<file path="config.mk">
export PLATFORM = sky130hd
export DESIGN_NAME = bus_uart_tx
export DESIGN_NICKNAME = d
export VERILOG_FILES = /design/src/rtl/bus_uart_tx_pkg.sv /design/src/rtl/sync_fifo.sv /design/src/rtl/bus_uart_tx.sv
export SDC_FILE = /design/constraint.sdc
export NUM_CORES = 1
export LEC_CHECK = 0
export BUFFER_PORTS_ARGS = -buffer_cell sky130_fd_sc_hd__buf_4
export CAP_MARGIN = 20
export CORE_AREA = 2 2 161 163
export CTS_CLUSTER_SIZE = 8
export DETAILED_ROUTE_END_ITERATION = 8
export DIE_AREA = 0 0 163 165
export GPL_TIMING_DRIVEN = 1
export REMOVE_ABC_BUFFERS = 1
export SYNTH_ARGS = -nofsm -noshare
export SYNTH_HDL_FRONTEND = slang
export SYNTH_SLANG_ARGS = --single-unit
</file>
<file path="constraint.sdc">
create_clock -name clk_i -period 6.75 [get_ports clk_i]
set_input_delay 0.3375 -clock clk_i [delete_from_list [all_inputs] [get_ports clk_i]]
set_output_delay 0.3375 -clock clk_i [all_outputs]
set_load 0.05 [all_outputs]
</file>
<file path="src/rtl/bus_uart_tx_pkg.sv">
// bus_uart_tx_pkg: shared register map, STATUS layout, serializer states and divider floor
package bus_uart_tx_pkg;
    localparam logic [1:0] REG_TXDATA  = 2'd0;
    localparam logic [1:0] REG_STATUS  = 2'd1;
    localparam logic [1:0] REG_DIVIDER = 2'd2;
    localparam int ST_FULL      = 0;
    localparam int ST_EMPTY     = 1;
    localparam int ST_BUSY      = 2;
    localparam int ST_COUNT_LSB = 8;
    localparam logic [15:0] DIV_MIN = 16'd2;
    typedef enum logic [1:0] {IDLE, START, DATA, STOP} tx_state_t;
    function automatic logic [15:0] clamp_div(input logic [15:0] v);
        return (v < DIV_MIN) ? DIV_MIN : v;
    endfunction
endpackage

</file>
<file path="src/rtl/sync_fifo.sv">
// sync_fifo: single-clock FIFO with occupancy count
//   clk_i, rst_i     clock, synchronous active-high reset (flushes contents)
//   push_i, wdata_i  write strobe and data (ignored when full)
//   pop_i, rdata_o   read strobe (ignored when empty) and head-of-queue data
//   full_o, empty_o  registered status flags
//   count_o          number of stored entries
module sync_fifo #(
    parameter int DEPTH = 8,
    parameter int WIDTH = 8
) (
    input  logic                       clk_i,
    input  logic                       rst_i,
    input  logic                       push_i,
    input  logic [WIDTH-1:0]           wdata_i,
    input  logic                       pop_i,
    output logic [WIDTH-1:0]           rdata_o,
    output logic                       full_o,
    output logic                       empty_o,
    output logic [$clog2(DEPTH):0]     count_o
);
    localparam int AW = $clog2(DEPTH);
    localparam int CW = AW + 1;
    logic [WIDTH-1:0] mem_q [DEPTH];
    logic [AW-1:0] wr_q, rd_q;
    logic [CW-1:0] cnt_q;
    logic do_push, do_pop;
    assign full_o  = cnt_q == CW'(DEPTH);
    assign empty_o = cnt_q == '0;
    assign count_o = cnt_q;
    assign rdata_o = mem_q[rd_q];
    assign do_push = push_i && !full_o;
    assign do_pop  = pop_i && !empty_o;
    always_ff @(posedge clk_i) begin
        if (do_push) mem_q[wr_q] <= wdata_i;
    end
    always_ff @(posedge clk_i) begin
        if (rst_i) begin
            wr_q  <= '0;
            rd_q  <= '0;
            cnt_q <= '0;
        end else begin
            if (do_push) wr_q <= wr_q + AW'(1);
            if (do_pop) rd_q <= rd_q + AW'(1);
            cnt_q <= cnt_q + CW'(do_push) - CW'(do_pop);
        end
    end
endmodule

</file>
<file path="src/rtl/bus_uart_tx.sv">
// bus_uart_tx: memory-mapped 8N1 UART transmitter with TX FIFO on a crossbar slave port
//   clk_i, rst_i   system clock, synchronous active-high reset
//   bus_req/we/addr/be/wdata   slave request (addr[3:2] selects TXDATA/STATUS/DIVIDER)
//   bus_ack        combinational accept; withheld only for a TXDATA byte push into a full FIFO
//   bus_resp/rdata read response one cycle after the accepted read, rdata zero otherwise
//   tx_o           serial output, idle high
module bus_uart_tx
    import bus_uart_tx_pkg::*;
#(
    parameter int          FIFO_DEPTH  = 8,
    parameter logic [15:0] DIV_DEFAULT = 16'd16
) (
    input  logic        clk_i,
    input  logic        rst_i,
    input  logic        bus_req,
    input  logic        bus_we,
    input  logic [31:0] bus_addr,
    input  logic [3:0]  bus_be,
    input  logic [31:0] bus_wdata,
    output logic        bus_ack,
    output logic        bus_resp,
    output logic [31:0] bus_rdata,
    output logic        tx_o
);
    localparam int CW = $clog2(FIFO_DEPTH) + 1;
    logic full, empty, push, pop, rd_en, unused_bits;
    logic [7:0] head;
    logic [CW-1:0] count;
    logic [1:0] reg_sel;
    logic [15:0] div_q, div_d, div_wr;
    tx_state_t state_q, state_d;
    logic [7:0] shift_q, shift_d;
    logic [2:0] idx_q, idx_d;
    logic [15:0] cnt_q, cnt_d, reload_q, reload_d;
    logic tx_q, tx_d, resp_q;
    logic [31:0] rdata_q, status, rd_val;

    sync_fifo #(.DEPTH(FIFO_DEPTH), .WIDTH(8)) u_fifo (
        .clk_i(clk_i), .rst_i(rst_i), .push_i(push), .wdata_i(bus_wdata[7:0]),
        .pop_i(pop), .rdata_o(head), .full_o(full), .empty_o(empty), .count_o(count)
    );

    assign unused_bits = ^{bus_addr[31:4], bus_addr[1:0], bus_be[3:2], bus_wdata[31:16]};
    assign reg_sel = bus_addr[3:2];
    // Full is the registered flag, so a same-cycle pop never unblocks a stalled push.
    assign bus_ack = bus_req && !(bus_we && reg_sel == REG_TXDATA && bus_be[0] && full);
    assign push    = bus_ack && bus_we && reg_sel == REG_TXDATA && bus_be[0];
    assign rd_en   = bus_ack && !bus_we;
    assign div_wr  = {bus_be[1] ? bus_wdata[15:8] : div_q[15:8], bus_be[0] ? bus_wdata[7:0] : div_q[7:0]};
    assign div_d   = (bus_ack && bus_we && reg_sel == REG_DIVIDER) ? clamp_div(div_wr) : div_q;
    assign bus_resp  = resp_q;
    assign bus_rdata = rdata_q;
    assign tx_o      = tx_q;

    always_comb begin
        status = '0;
        status[ST_FULL]  = full;
        status[ST_EMPTY] = empty;
        status[ST_BUSY]  = state_q != IDLE;
        status[ST_COUNT_LSB +: 6] = 6'(count);
        rd_val = (reg_sel == REG_STATUS) ? status : (reg_sel == REG_DIVIDER) ? {16'b0, div_q} : '0;
    end

    // cnt_q counts down the clocks left in the current bit; a bit ends when it reaches zero.
    always_comb begin
        state_d  = state_q;
        shift_d  = shift_q;
        idx_d    = idx_q;
        cnt_d    = cnt_q;
        reload_d = reload_q;
        tx_d     = tx_q;
        pop      = 1'b0;
        if (state_q == IDLE || (state_q == STOP && cnt_q == '0)) begin
            state_d = IDLE;
            tx_d    = 1'b1;
            if (!empty) begin
                pop      = 1'b1;
                shift_d  = head;
                reload_d = div_q;
                cnt_d    = div_q - 16'd1;
                state_d  = START;
                tx_d     = 1'b0;
            end
        end else if (cnt_q != '0) begin
            cnt_d = cnt_q - 16'd1;
        end else begin
            cnt_d = reload_q - 16'd1;
            if (state_q == START) begin
                state_d = DATA;
                idx_d   = '0;
                tx_d    = shift_q[0];
            end else if (idx_q == 3'd7) begin
                state_d = STOP;
                tx_d    = 1'b1;
            end else begin
                idx_d   = idx_q + 3'd1;
                shift_d = shift_q >> 1;
                tx_d    = shift_q[1];
            end
        end
    end

    always_ff @(posedge clk_i) begin
        if (rst_i) begin
            state_q  <= IDLE;
            shift_q  <= '0;
            idx_q    <= '0;
            cnt_q    <= '0;
            reload_q <= DIV_DEFAULT;
            tx_q     <= 1'b1;
            div_q    <= DIV_DEFAULT;
            resp_q   <= 1'b0;
            rdata_q  <= '0;
        end else begin
            state_q  <= state_d;
            shift_q  <= shift_d;
            idx_q    <= idx_d;
            cnt_q    <= cnt_d;
            reload_q <= reload_d;
            tx_q     <= tx_d;
            div_q    <= div_d;
            resp_q   <= rd_en;
            rdata_q  <= rd_en ? rd_val : '0;
        end
    end
endmodule

</file>
# After elaboration in Yosys (flattened, before gate mapping)
# Memory sizes are Yosys's and may differ from the RTL's. A register that Yosys moved wholly into a read port is not among the register bits.
# Cells that the tools add are included.
# totals
inputBits	72
n_memories	1
register_bits	105
elab_cells	102
ramBits	64
# classes
n_lt_le_gt_ge	1
bitwise	5
mux	31
eq_ne	11
add_sub_neg	8
n_reduce_logical	31
# mem_list
name	depth	width	rd	rd_clocked_by_memory_dff	wr	line	source
u_fifo.mem_q	8	8	1	1	1	sync_fifo.sv:23	logic [WIDTH-1:0] mem_q [DEPTH];
# ops
cell	n
16-bit 2-to-1 mux	4
8-bit 2-to-1 mux	7
16-bit by 1-bit subtractor with 16-bit output (second input constant)	3
12-bit 2-to-1 mux	2
16-bit zero test	1
16-bit by 2-bit < comparator with 1-bit output (second input constant)	1
16-bit nonzero test	1
1-bit logical AND	12
3-bit 2-to-1 mux	4
1-bit 2-to-1 mux	10
2-bit != test (second input constant)	5
3-bit by 1-bit adder with 3-bit output (second input constant)	3
2-bit 2-to-1 mux	4
1-bit NOT	5
4-bit by 1-bit adder with 4-bit output	1
2-bit by 1-bit equality test with 1-bit output (second input constant)	2
2-bit equality test (second input constant)	2
4-bit equality test (second input constant)	1
1-bit zero test	4
2-bit zero test	2
4-bit zero test	1
2-bit AND reduction	2
4-bit AND reduction	1
4-bit OR reduction	1
8 further kinds	8

# Logic depth before layout (Yosys ltp)
# Gate-level depths: netlist of run 1.
# logic_depth
word_depth	12
depth_mapped	16
mapped_depth_nobuf	13

# Hierarchy
# A second synthesis of run 1 with hierarchy kept.
# unflattened
hier_cells	655
area_unflattened_um2	7120.6
# by_module_without_submodules
mod	instances	seq_area_each_um2	area_each_um2	cells_per_inst
bus_uart_tx	1	1581.5	3940.0	481
sync_fifo	1	2182.1	3180.6	174

# Worst setup path before layout of run 1
# No wires, ideal clock.
# synth_timing
path_kind	reg2reg
start	register cnt_q[7]
end	register u_fifo.cnt_q[2], in the netlist u_fifo.count_o[2]
arrival_time_ns	3.421
setup_ns	0.128
path_stages_with_launch	17
path_buffers	3
slack_ns	3.201
path_cell_list	dfxtp_1 -> or4_4 -> nor4_4 -> buf_4 -> buf_2 -> nand3_1 -> nand2_1 -> nand2_1 -> inv_1 -> buf_2 -> ha_1 -> inv_1 -> ha_1 -> inv_1 -> fa_1 -> xor2_1 -> nor2_1
# synth_between
elab_chain_len	6
# synth_lines
element	line	source
start: declaration	bus_uart_tx.sv:34	logic [15:0] cnt_q, cnt_d, reload_q, reload_d;
start signal: assignment	bus_uart_tx.sv:118	cnt_q <= cnt_d;
16-bit zero test	bus_uart_tx.sv:73	if (state_q == IDLE || (state_q == STOP && cnt_q == '0)) begin
1-bit logical AND	bus_uart_tx.sv:73	
1-bit logical OR	bus_uart_tx.sv:73	
1-bit 2-to-1 mux	bus_uart_tx.sv:73	
named net pop	bus_uart_tx.sv:26	logic full, empty, push, pop, rd_en, unused_bits;
1-bit logical AND	sync_fifo.sv:32	assign do_pop = pop_i && !empty_o;
4-bit by 1-bit subtractor with 4-bit output	sync_fifo.sv:44	cnt_q <= cnt_q + CW'(do_push) - CW'(do_pop);
end signal: assignment	sync_fifo.sv:44	
end: declaration	sync_fifo.sv:25	logic [CW-1:0] cnt_q;
# The timed path passes the listed nets, and every way through them passes these cells.
# A chain may end at the register's enable or synchronous reset.

# Worst setup path in the final report of run 1
# layout_timing
start	register cnt_q[7]
end	register cnt_q[10]
# layout_between
elab_chain_len	4
word_cells_on_any_way	8
cone_classes	add/sub: 1; eq/ne: 1; mux: 2; reduce/logical: 4
# layout_lines
element
branches (longest 4 deep; another with 16-bit by 1-bit subtractor with 16-bit output)
# Parallel ways; which one is timed is not known.

==> out/results.txt, run 1 <==
status = finished clean
TritonCTS clock tree = built
Final setup viols = 0
Max Freq = 279 MHz
Chip Width = 163 um
mux contribution to synthesized area = 7.98%
R2R depth = 11
EDFF count, synth = 64
cell count after placement = 1070
Adder-Cell Fraction of Synth Area = 2.12%
hold path start = bus_wdata[0]
drt wl/cell = 15.6 um
Site Rows = 58
core box area = 25000 um^2
combinational share of power = 32.0%
critical path, cell by cell = or4_4 -> nor4_4 -> buf_4 -> nor3b_1 -> nor3_2 -> inv_1 -> ha_1 -> o21ai_1 -> nor3_2 -> and4_1 -> o31a_1
XOR/XNOR share of the synthesized area = 1.41%
crit share post-route = 53.1%
Post-DP Area = 8030 um^2
post-route ant nets = 0
Netlist Area Pre-Place = 7450 um^2
compound-gate portion of the synthesized area = 14.3%
crit end category = flip-flop
max-slew violations = 0
Clock Latency Late Sink = 0.43 ns
Max Cap Viol = 0
via count = 5460
CP max stage delay = 0.57 ns
Setup Buffers After CTS = 0
Cell variety after synth = 65
all-layer global routing usage = 13.4%
multi-input logic area = 3360 um^2
final-report hold violation count = 0
Sw Ratio = 34.9%
worst ir drop on vdd = 214 uV
WS Path Type = reg2reg
Final Cell Area = 8630 um^2
Top delay family on crit path = simple AND/OR/NAND/NOR gates
final worst path period need = 3.58 ns
GP Congestion = 0.800
CTS root buf = clkbuf_16
Worst Hold Depth = 1
IO Port Bufs = 42
Int Pwr = 0.00204 W
Post-synth ARST share = 0%
DR vias/cell = 4.95
vias in the first global route = 5114
Worst Path Required = 7.07 ns
largest family of logic cells by synthesized area = simple AND/OR/NAND/NOR gates
register area = 3760 um^2
Worst Hold Class = in2reg
H-tree depth = 4
reg2reg setup slack = 3.17 ns
Yosys Warn Count = 0
CTS resizes = 0
CTS sink cnt = 156
RSZ-0062 raised after global routing = no
RR Endpoint = cnt_q[10]
drt first-iter violations = 381
register area share after synthesis = 50.5%
pwr/cell area = 364 nW/um^2
fraction of the mapped netlist area in simple logic gates = 18.4%
initial antenna violation count = 0
fin nets = 844
sw power = 0.00109 W
Mapped Avg Cell Area = 10.2 um^2
Seq pwr share = 37.2%
CTS Buffer Depth = 2
Slowest cell on crit path = or4_4
commonest non-fill, non-tap cell in the layout = dfxtp_1
Arr. time, crit path = 3.90 ns
Fillers = 2535
final setup margin = 3.17 ns
first-pass GRT wire length = 28200 um
I/O pin count = 107
leak pwr = 3.01 nW
Ant. Diodes = 0
WP buf/inv = 2
post-DP HPWL = 11800 um
skew final = 0.00841 ns
largest net degree at the start of global routing = 67
GRT Residual Overflow = 0
drc violations = 0
dpl ws = 3.18 ns
worst-path fanout max = 31
Initial Util = 29.8%
setup TNS = 0 ns
layout cells sized above 1 = 17.3%
DRT Wirelength = 17200 um
Clk pwr share = 30.8%
Synth Register Bits = 156
Worst Hold End = u_fifo.mem_q[2][0]
Post-CTS Hold Fix Bufs = 0
CTS buffer count = 17
measured slew at the worst slew-check pin = 0.801 ns
chip height = 165 um
Most Frequent Cell on Critical Path = nor3_2
Slew HR = 46.4%
Cells after Synth = 729
area grow syn2layout = 15.8%
Finished Layout Cells = 1103
most frequent cells in the layout = dfxtp_1, nand2_1, nor2_1, edfxtp_1, buf_4
die area = 26900 um^2
CP Launch Type = flip-flop
DR pass1 iterations = 5
clock-pin slew on the worst setup and hold paths = 0.06 ns
RR Startpoint = cnt_q[7]
prevailing post-synth register cell = dfxtp_1
[stage by stage]
| step | total power, W | util, % | hold slack (ns) |
|---|---|---|---|
| 2_1_floorplan | 0.00190 | - | 0.402 |
| 3_5_place_dp | 0.00219 | 32.1 | 0.446 |
| 6_report | 0.00314 | 34.5 | 0.176 |
| 3_3_place_gp | 0.00217 | 32.1 | 0.440 |
| 5_1_grt | 0.00333 | 34.5 | 0.172 |
| 4_1_cts | 0.00316 | 34.4 | 0.165 |
[final cells by class]
| cell class | count | share of cell area [%] |
|---|---|---|
| Multi-Input combinational cell | 508 | 38.9 |
| Inverter | 21 | 0.913 |
| Sequential cell | 156 | 43.6 |
| Timing Repair Buffer | 56 | 4.87 |
| Tap cell | 330 | 4.78 |
| Clock inverter | 14 | 1.90 |
| Clock buffer | 18 | 4.97 |
[flip-flops by register name, indices dropped and copies added, names as in the netlist, named ones only]
register / flops
shift_q: 8
bus_rdata: 16
bus_resp: 1
cnt_q: 16
div_q: 16
tx_o: 1
reload_q: 16
u_fifo.mem_q: 64
state_q: 2
idx_q: 3
u_fifo.rd_q: 3
u_fifo.count_o: 4
u_fifo.wr_q: 3
[synth_stat cells (all sizes together), types with 3 or more instances]
library cell / instances / share of area (%)
a21o: 3 / 0.30
nand3: 22 / 1.5
a211oi: 18 / 1.9
nand2: 88 / 4.4
o22a: 3 / 0.35
ha: 11 / 1.8
o21ai: 9 / 0.60
a31oi: 4 / 0.34
edfxtp: 64 / 26
o211ai: 9 / 0.91
mux4: 16 / 4.8
buf: 27 / 2.5
or4: 5 / 0.65
or3: 3 / 0.25
mux2i: 11 / 1.5
a221oi: 11 / 1.3
or2: 5 / 0.42
nor3: 18 / 1.3
nand3b: 6 / 0.60
nor2b: 14 / 1.2
nor2: 79 / 4.0
and2: 13 / 1.1
xor2: 4 / 0.47
o22ai: 6 / 0.76
a311oi: 9 / 1.1
nor3b: 4 / 0.40
a21oi: 45 / 3.0
clkbuf: 32 / 1.6
a22o: 5 / 0.59
o21a: 11 / 1.1
and3: 3 / 0.25
dfxtp: 92 / 25
nand2b: 9 / 0.76
xnor2: 8 / 0.94
o221ai: 4 / 0.64
nor4: 8 / 1.1
inv: 21 / 1.1
mux2: 11 / 1.7
[worst max-delay path by stage]
stage | from | to | slack (ns) | cells past startpoint
floorplan | cnt_q[7] | u_fifo.count_o[2] | 2.32 | 13
global placement | cnt_q[7] | cnt_q[10] | 3.22 | 11
detailed placement | cnt_q[7] | cnt_q[10] | 3.18 | 11
CTS | cnt_q[7] | cnt_q[10] | 3.16 | 11
global route | cnt_q[7] | cnt_q[12] | 2.92 | 11
finish | cnt_q[7] | cnt_q[10] | 3.17 | 11
[cells by family (layout without fill, tap and decap cells)]
| family | count (synthesis) | in the layout |
|---|---|---|
| simple gates | 282 | 282 |
| mux | 38 | 38 |
| flops | 156 | 156 |
| compound gates | 148 | 148 |
| buf+inv | 80 | 109 |
| xor+xnor | 12 | 12 |
| other cells | 1 | 16 |
| fa+ha+maj | 12 | 12 |
[power groups by stage]
stage	clock (W)	sequential, W	combinational [W]
final	0.000968	0.00117	0.00100
after global routing	0.00103	0.00118	0.00113
after CTS	0.000985	0.00117	0.00101
after detailed placement	0	0.00119	0.00100
after global placement	0	0.00119	0.000987
after floorplan	0	0.00120	0.000700
[layer usage]
metal / part of all wire (%) / routed length, um / global-route usage (%) / vias up
met1: 49 / 8420 / 18.7 / 2617
met3: 3.5 / 602 / 1.81 / 24
li1: - / - / - / 2679
met2: 45 / 7750 / 20.8 / 140
met4: 2.5 / 427 / 5.95 / 0
met5: 0 / 0 / 0 / -
No activity file was read; power rests on OpenSTA's default activity.
==> inputs of run 2 (changes only) <==
--- a/config.mk
+++ b/config.mk
@@ -5,12 +5,13 @@
 export SDC_FILE = /design/constraint.sdc
 export NUM_CORES = 1
 export LEC_CHECK = 0
+export ABC_AREA = 1
 export BUFFER_PORTS_ARGS = -buffer_cell sky130_fd_sc_hd__buf_4
 export CAP_MARGIN = 20
-export CORE_AREA = 2 2 161 163
+export CORE_AREA = 2 2 160 162
 export CTS_CLUSTER_SIZE = 8
 export DETAILED_ROUTE_END_ITERATION = 8
-export DIE_AREA = 0 0 163 165
+export DIE_AREA = 0 0 162 164
 export GPL_TIMING_DRIVEN = 1
 export REMOVE_ABC_BUFFERS = 1
 export SYNTH_ARGS = -nofsm -noshare
==> constraint.sdc (replaced) <==
create_clock -name clk_i -period 3.15 [get_ports clk_i]
set_input_delay 0.1575 -clock clk_i [delete_from_list [all_inputs] [get_ports clk_i]]
set_output_delay 0.1575 -clock clk_i [all_outputs]
set_load 0.05 [all_outputs]
==> run 2 against run 1 <==
Compared with the run above:
- count of clock-buffer cells in the layout is 1 higher
- via count grew 13%
- register-to-register slack worse by 2.7 ns
- sequential cell count unchanged
- wire length is 5.2% higher
- highest routed layer unchanged
==> out/results.txt, run 2 <==
area leader, netlist = edfxtp_1
RSZ-0062 raised after global routing = no
core box area = 24800 um^2 (-0.87%)
GP Congestion = 0.872 (+9.0%)
leak pwr = 3.63 nW (+21%)
drt wl/cell = 13.8 um (-12%)
Netlist Area Pre-Place = 7360 um^2 (-1.2%)
setup TNS = 0 ns (unchanged)
Pwr Total = 0.00820 W (+160%)
vias in the first global route = 5686 (+11%)
CTS resizes = 0 (unchanged)
die area = 26600 um^2 (-1.2%)
CTS sink cnt = 156 (unchanged)
Commonest cells post-synth = nand2_1, nor2_1, inv_1
Max Cap Viol = 0 (unchanged)
IO Port Bufs = 42 (unchanged)
register area share after synthesis = 51.1% (+0.59 points)
crit share post-route = 85.4% (+32 points)
Cells after Synth = 922 (+26%)
worst ir drop on vdd = 475 uV (+120%)
WP buf/inv = 3 (+1)
final-report hold violation count = 0 (unchanged)
Worst Hold Class = in2reg
Yosys top cell area share = 26.1% (+0.30 points)
Post-synth ARST share = 0% (unchanged)
CP max stage delay = 0.32 ns (-0.25 ns)
EDFF count, synth = 64 (unchanged)
Int Pwr = 0.00464 W (+130%)
Seq pwr share = 31.1% (-6.1 points)
clock-pin slew on the worst setup and hold paths = 0.07 ns (about the same)
Top reg by flops = u_fifo.mem_q
Max Freq = 372 MHz (+33%)
Initial Util = 29.7% (-0.087 points)
Synth Register Bits = 156 (unchanged)
measured slew at the worst slew-check pin = 0.828 ns (+0.0278 ns)
CP Launch Type = flip-flop
post-route ant nets = 0 (unchanged)
Sw Ratio = 43.5% (+8.6 points)
Worst Path Required = 3.47 ns (-3.60 ns)
skew final = 0.00966 ns (+0.00125 ns)
commonest non-fill, non-tap cell in the layout = nand2_1
all-layer global routing usage = 13.8% (+0.40 points)
first-pass GRT wire length = 29100 um (+3.2%)
sw power = 0.00357 W (+230%)
RR Startpoint = cnt_q[15]
crit end category = flip-flop
Clock Latency Late Sink = 0.42 ns (about the same)
chip height = 164 um (-0.61%)
Clk pwr share = 24.3% (-6.5 points)
drc violations = 0 (unchanged)
critical path, cell by cell = nor2_1 -> nand2_1 -> nor2_4 -> nand2_2 -> nand2_4 -> nand2_4 -> inv_1 -> nand2_1 -> nand2_1 -> ha_1 -> inv_1 -> nor2_1 -> nand2_1 -> nor2_1 -> nand2_1 -> nand2_1 -> nand3_1 -> nand2_1 -> inv_1
most frequent cells in the layout = nand2_1, nor2_1, inv_1, dfxtp_1, o21ai_0
Most Frequent Cell on Critical Path = nand2_1
initial antenna violation count = 0 (unchanged)
final worst path period need = 2.69 ns (-0.893 ns)
multi-input logic area = 2990 um^2 (-11%)
Top delay family on crit path = simple AND/OR/NAND/NOR gates
via count = 6183 (+13%)
GRT Residual Overflow = 0 (unchanged)
CTS Buffer Depth = 2 (unchanged)
prevailing post-synth register cell = dfxtp_1
crit path from = cnt_q[15]
I/O pin count = 107 (unchanged)
most common cell in the netlist = nand2_1
status = finished clean
TritonCTS clock tree = built
DR vias/cell = 4.71 (-4.8%)
pwr/cell area = 947 nW/um^2 (+160%)
Chip Width = 162 um (-0.61%)
Slew HR = 44.7% (-1.7 points)
post-DP HPWL = 12600 um (+6.7%)
layout cells sized above 1 = 11.1% (-6.2 points)
CTS root buf = clkbuf_16
CTS buffer count = 17 (unchanged)
Mapped Avg Cell Area = 7.99 um^2 (-22%)
Cell variety after synth = 36 (-45%)
Site Rows = 58 (unchanged)
Slowest cell on crit path = dfxtp_1
hold path start = bus_req
Final setup viols = 0 (unchanged)
drt first-iter violations = 452 (+19%)
H-tree depth = 4 (unchanged)
register area = 3760 um^2 (about the same)
Synth area leaders = edfxtp_1, dfxtp_1, nand2_1
largest net degree at the start of global routing = 48 (-28%)
max reg flops = 64 (unchanged)
Ant. Diodes = 0 (unchanged)
fin nets = 1053 (+25%)
Final Cell Area = 8660 um^2 (+0.35%)
DRT Wirelength = 18100 um (+5.2%)
Post-DP Area = 7990 um^2 (-0.50%)
worst-path fanout max = 26 (-16%)
Yosys Warn Count = 0 (unchanged)
Fillers = 2608 (+2.9%)
WS Path Type = reg2reg
max-slew violations = 0 (unchanged)
combinational share of power = 44.6% (+13 points)
area grow syn2layout = 17.6%
DR pass1 iterations = 5 (unchanged)
Arr. time, crit path = 3.01 ns (-0.89 ns)
run 2: what timing repair did:
| action | 4_1_cts | 5_1_grt |
|---|---|---|
| hold buffers | 9 | 0 |
| buffers inserted | 0 | 0 |
| hold endpoints to repair | 61 | 0 |
run 2: power groups by stage:
stage / clock network (W) / logic, W / registers [W]
finish: 0.00199 / 0.00366 / 0.00255
global route: 0.00211 / 0.00417 / 0.00258
CTS: 0.00202 / 0.00367 / 0.00255
detailed placement: 0 / 0.00364 / 0.00259
global placement: 0 / 0.00361 / 0.00258
floorplan: 0 / 0.00258 / 0.00260
run 2: cell type report:
cell class / count / share of cell area (%)
Clock buffer: 19 / 5.11
Clock inverter: 13 / 1.59
Inverter: 95 / 4.12
Multi-Input combinational cell: 628 / 34.5
Sequential cell: 156 / 43.5
Tap cell: 330 / 4.77
Timing Repair Buffer: 71 / 6.42
run 2: per-stage QoR:
| stage | instances | utilization (%) | hold WS, ns | worst slack [ns] |
|---|---|---|---|---|
| 2_1_floorplan | 879 | - | 0.224 | 0.237 |
| 3_3_place_gp | 1271 | 32.2 | 0.375 | 0.414 |
| 3_5_place_dp | 1271 | 32.2 | 0.376 | 0.446 |
| 4_1_cts | 1312 | 34.9 | 0.0633 | 0.431 |
| 5_1_grt | 1312 | 34.9 | 0.0792 | 0.163 |
| 6_report | 1312 | 34.9 | 0.0865 | 0.458 |
run 2: logic make-up after synthesis:
kind of cell             share of synthesized area, %
flip-flops                                       51.1
XOR/XNOR                                        0.119
adder cells (fa/ha/maj)                          2.14
AO/OA/AOI/OAI                                    14.3
other                                          0.0509
AND/OR/NAND/NOR                                  23.2
buffers and inverters                            9.04
run 2: worst reg2reg max path, delay by kind of cell (launching register included):
kind | cells | cell delay (ns)
AND/OR/NAND/NOR | 15 | 1.86
flip-flops | 1 | 0.32
buffers and inverters | 3 | 0.24
adder cells (fa/ha/maj) | 1 | 0.19
run 2: path summary, 6_finish.rpt:
check / endpoint / slack, ns / depth (start not counted)
worst max-delay path: cnt_q[14] / 0.46 / 19
worst min-delay path: bus_resp / 0.09 / 3
worst max register to register: cnt_q[14] / 0.46 / 19
worst min register to register: shift_q[7] / 0.47 / 2
run 2: metal layers:
| layer | global-route usage [%] | vias up | part of all wire, % |
|---|---|---|---|
| li1 | - | 3134 | - |
| met1 | 19.3 | 2853 | 49 |
| met2 | 21.6 | 181 | 44 |
| met3 | 2.63 | 15 | 5.5 |
| met4 | 4.14 | 0 | 1.0 |
| met5 | 0 | - | 0 |
==> inputs of run 3 (changes only) <==
--- a/config.mk
+++ b/config.mk
@@ -6,12 +6,12 @@
 export NUM_CORES = 1
 export LEC_CHECK = 0
 export ABC_AREA = 1
-export BUFFER_PORTS_ARGS = -buffer_cell sky130_fd_sc_hd__buf_4
 export CAP_MARGIN = 20
 export CORE_AREA = 2 2 160 162
 export CTS_CLUSTER_SIZE = 8
 export DETAILED_ROUTE_END_ITERATION = 8
 export DIE_AREA = 0 0 162 164
+export DONT_BUFFER_PORTS = 1
 export GPL_TIMING_DRIVEN = 1
 export REMOVE_ABC_BUFFERS = 1
 export SYNTH_ARGS = -nofsm -noshare
==> run 3 against run 2 <==
Compared with the run above:
- highest routed layer unchanged
- global-route usage increased by 0.71 points
- sequential cell count unchanged
- design area is 3.1% lower
- hold slack worse by 0.063 ns
- cell count is 3.1% lower
- sequential share of layout area increased by 1.4 points
- clock power grew 6%
- critical endpoint unchanged
==> out/results.txt, run 3 (same netlist as run 2, synthesis figures left out) <==
cell count after placement = 1227 (-3.5%)
measured slew at the worst slew-check pin = 0.873 ns (+0.0447 ns)
CP max stage delay = 0.33 ns (about the same)
WP buf/inv = 3 (unchanged)
Slew HR = 41.7% (-3.0 points)
layout cells sized above 1 = 6.70% (-4.4 points)
initial antenna violation count = 1 (+1)
final worst path period need = 2.70 ns (+0.0124 ns)
GP Congestion = 0.840 (-3.6%)
IO Port Bufs = 0 (-100%)
first-pass GRT wire length = 30200 um (+3.8%)
I/O pin count = 107 (unchanged)
status = finished clean
Most Frequent Cell on Critical Path = nand2_1
Slowest cell on crit path = dfxtp_1
DR vias/cell = 4.77 (+1.2%)
drc violations = 0 (unchanged)
RSZ-0062 raised after global routing = no
critical path, cell by cell = nor2_1 -> nand2_1 -> nor2_4 -> nand2_2 -> nand2_4 -> nand2_4 -> inv_1 -> nand2_1 -> nand2_1 -> ha_1 -> inv_1 -> nor2_1 -> nand2_1 -> nor2_1 -> nand2_1 -> nand2_1 -> nand3_1 -> nand2_1 -> inv_1
CTS sink cnt = 156 (unchanged)
setup TNS = 0 ns (unchanged)
die area = 26600 um^2 (unchanged)
Arr. time, crit path = 3.03 ns (+0.02 ns)
post-DP HPWL = 12300 um (-1.9%)
pwr/cell area = 990 nW/um^2 (+4.6%)
WS Path Type = reg2reg
DRT Wirelength = 18800 um (+3.7%)
DR pass1 iterations = 6 (+1)
CTS root buf = clkbuf_16
CTS buffer count = 17 (unchanged)
crit share post-route = 85.8% (+0.40 points)
drt wl/cell = 14.8 um (+7.1%)
Max Freq = 370 MHz (-0.46%)
fin nets = 1012 (-3.9%)
Clock Latency Late Sink = 0.43 ns (about the same)
CTS Buffer Depth = 2 (unchanged)
max reg flops = 64 (unchanged)
leak pwr = 3.45 nW (-4.9%)
Worst Hold Class = in2reg
H-tree depth = 4 (unchanged)
Ant. Diodes = 0 (unchanged)
via count = 6060 (-2.0%)
most frequent cells in the layout = nand2_1, nor2_1, inv_1, dfxtp_1, o21ai_0
Final setup viols = 0 (unchanged)
skew final = 0.00740 ns (-0.00226 ns)
clock-pin slew on the worst setup and hold paths = 0.06 ns (about the same)
post-route ant nets = 0 (unchanged)
largest net degree at the start of global routing = 34 (-29%)
vias in the first global route = 5695 (+0.16%)
core box area = 24800 um^2 (unchanged)
worst-path fanout max = 25 (-3.8%)
Worst Path Required = 3.47 ns (about the same)
Initial Util = 29.7% (unchanged)
final-report hold violation count = 0 (unchanged)
all-layer global routing usage = 14.5% (+0.71 points)
Max Cap Viol = 0 (unchanged)
Chip Width = 162 um (unchanged)
GRT Residual Overflow = 0 (unchanged)
drt first-iter violations = 484 (+7.1%)
max-slew violations = 0 (unchanged)
CP Launch Type = flip-flop
Finished Layout Cells = 1271 (-3.1%)
area grow syn2layout = 14.0%
Site Rows = 58 (unchanged)
Top delay family on crit path = simple AND/OR/NAND/NOR gates
commonest non-fill, non-tap cell in the layout = nand2_1
crit end category = flip-flop
TritonCTS clock tree = built
chip height = 164 um (unchanged)
Top reg by flops = u_fifo.mem_q
worst ir drop on vdd = 487 uV (+2.7%)
==> run 3: path summary, 6_finish.rpt <==
| check | start | endpoint | slack [ns] | depth (start not counted) |
|---|---|---|---|---|
| worst max-delay path | cnt_q[11] | cnt_q[14] | 0.45 | 19 |
| worst min-delay path | bus_be[1] | div_q[13] | 0.02 | 3 |
| worst max register to register | cnt_q[11] | cnt_q[14] | 0.45 | 19 |
| worst min register to register | reload_q[1] | reload_q[1] | 0.46 | 2 |
==> run 3: worst reg2reg max path, delay by kind of cell (launching register included) <==
kind	cells	cell delay, ns
adder cells (fa/ha/maj)	1	0.20
buffers and inverters	3	0.24
flip-flops	1	0.33
AND/OR/NAND/NOR	15	1.84
==> run 3: timing repair <==
item / in CTS / in global routing
setup endpoints to repair: 0 / 0
hold buffers: 12 / 0
buffers inserted: 0 / 0
gates resized for setup: 0 / 0
hold endpoints to repair: 90 / 0
==> run 3: where the power goes <==
| part | switching (W) | total [W] | internal [W] | leakage [nW] |
|---|---|---|---|---|
| clock | 0.000819 | 0.00211 | 0.00129 | 0.297 |
| combinational | 0.00251 | 0.00360 | 0.00109 | 1.83 |
| sequential | 0.000212 | 0.00260 | 0.00239 | 1.33 |
| total | 0.00354 | 0.00831 | 0.00477 | 3.45 |
==> run 3: final cells by class <==
| cell class | instances | area (um^2) |
|---|---|---|
| Tap cell | 330 | 413 |
| Sequential cell | 156 | 3760 |
| Inverter | 95 | 357 |
| Multi-Input combinational cell | 628 | 2990 |
| Clock inverter | 10 | 139 |
| Fill cell | 2590 | 16400 |
| Clock buffer | 22 | 464 |
| Timing Repair Buffer | 30 | 265 |
==> run 3: metrics by stage <==
| step | total power, W | cell area (um^2) | hold WS [ns] | utilization (%) | worst slack, ns |
|---|---|---|---|---|---|
| 2_1_floorplan | 0.00519 | 7110 | 0.224 | - | 0.237 |
| 6_report | 0.00831 | 8390 | 0.0239 | 33.8 | 0.446 |
| 3_3_place_gp | 0.00612 | 7660 | 0.229 | 30.9 | 0.455 |
| 3_5_place_dp | 0.00617 | 7660 | 0.235 | 30.9 | 0.460 |
| 5_1_grt | 0.00898 | 8390 | 0.0422 | 33.8 | 0.0919 |
| 4_1_cts | 0.00832 | 8390 | 0.00616 | 33.8 | 0.445 |
==> run 3: metal layers <==
metal / global-route usage (%) / wire length [um] / vias to the layer above
met5: 0 / 0 / -
met4: 4.75 / 331 / 0
met3: 2.95 / 1080 / 26
met2: 22.6 / 8370 / 197
met1: 20.1 / 8990 / 2786
li1: - / - / 3051
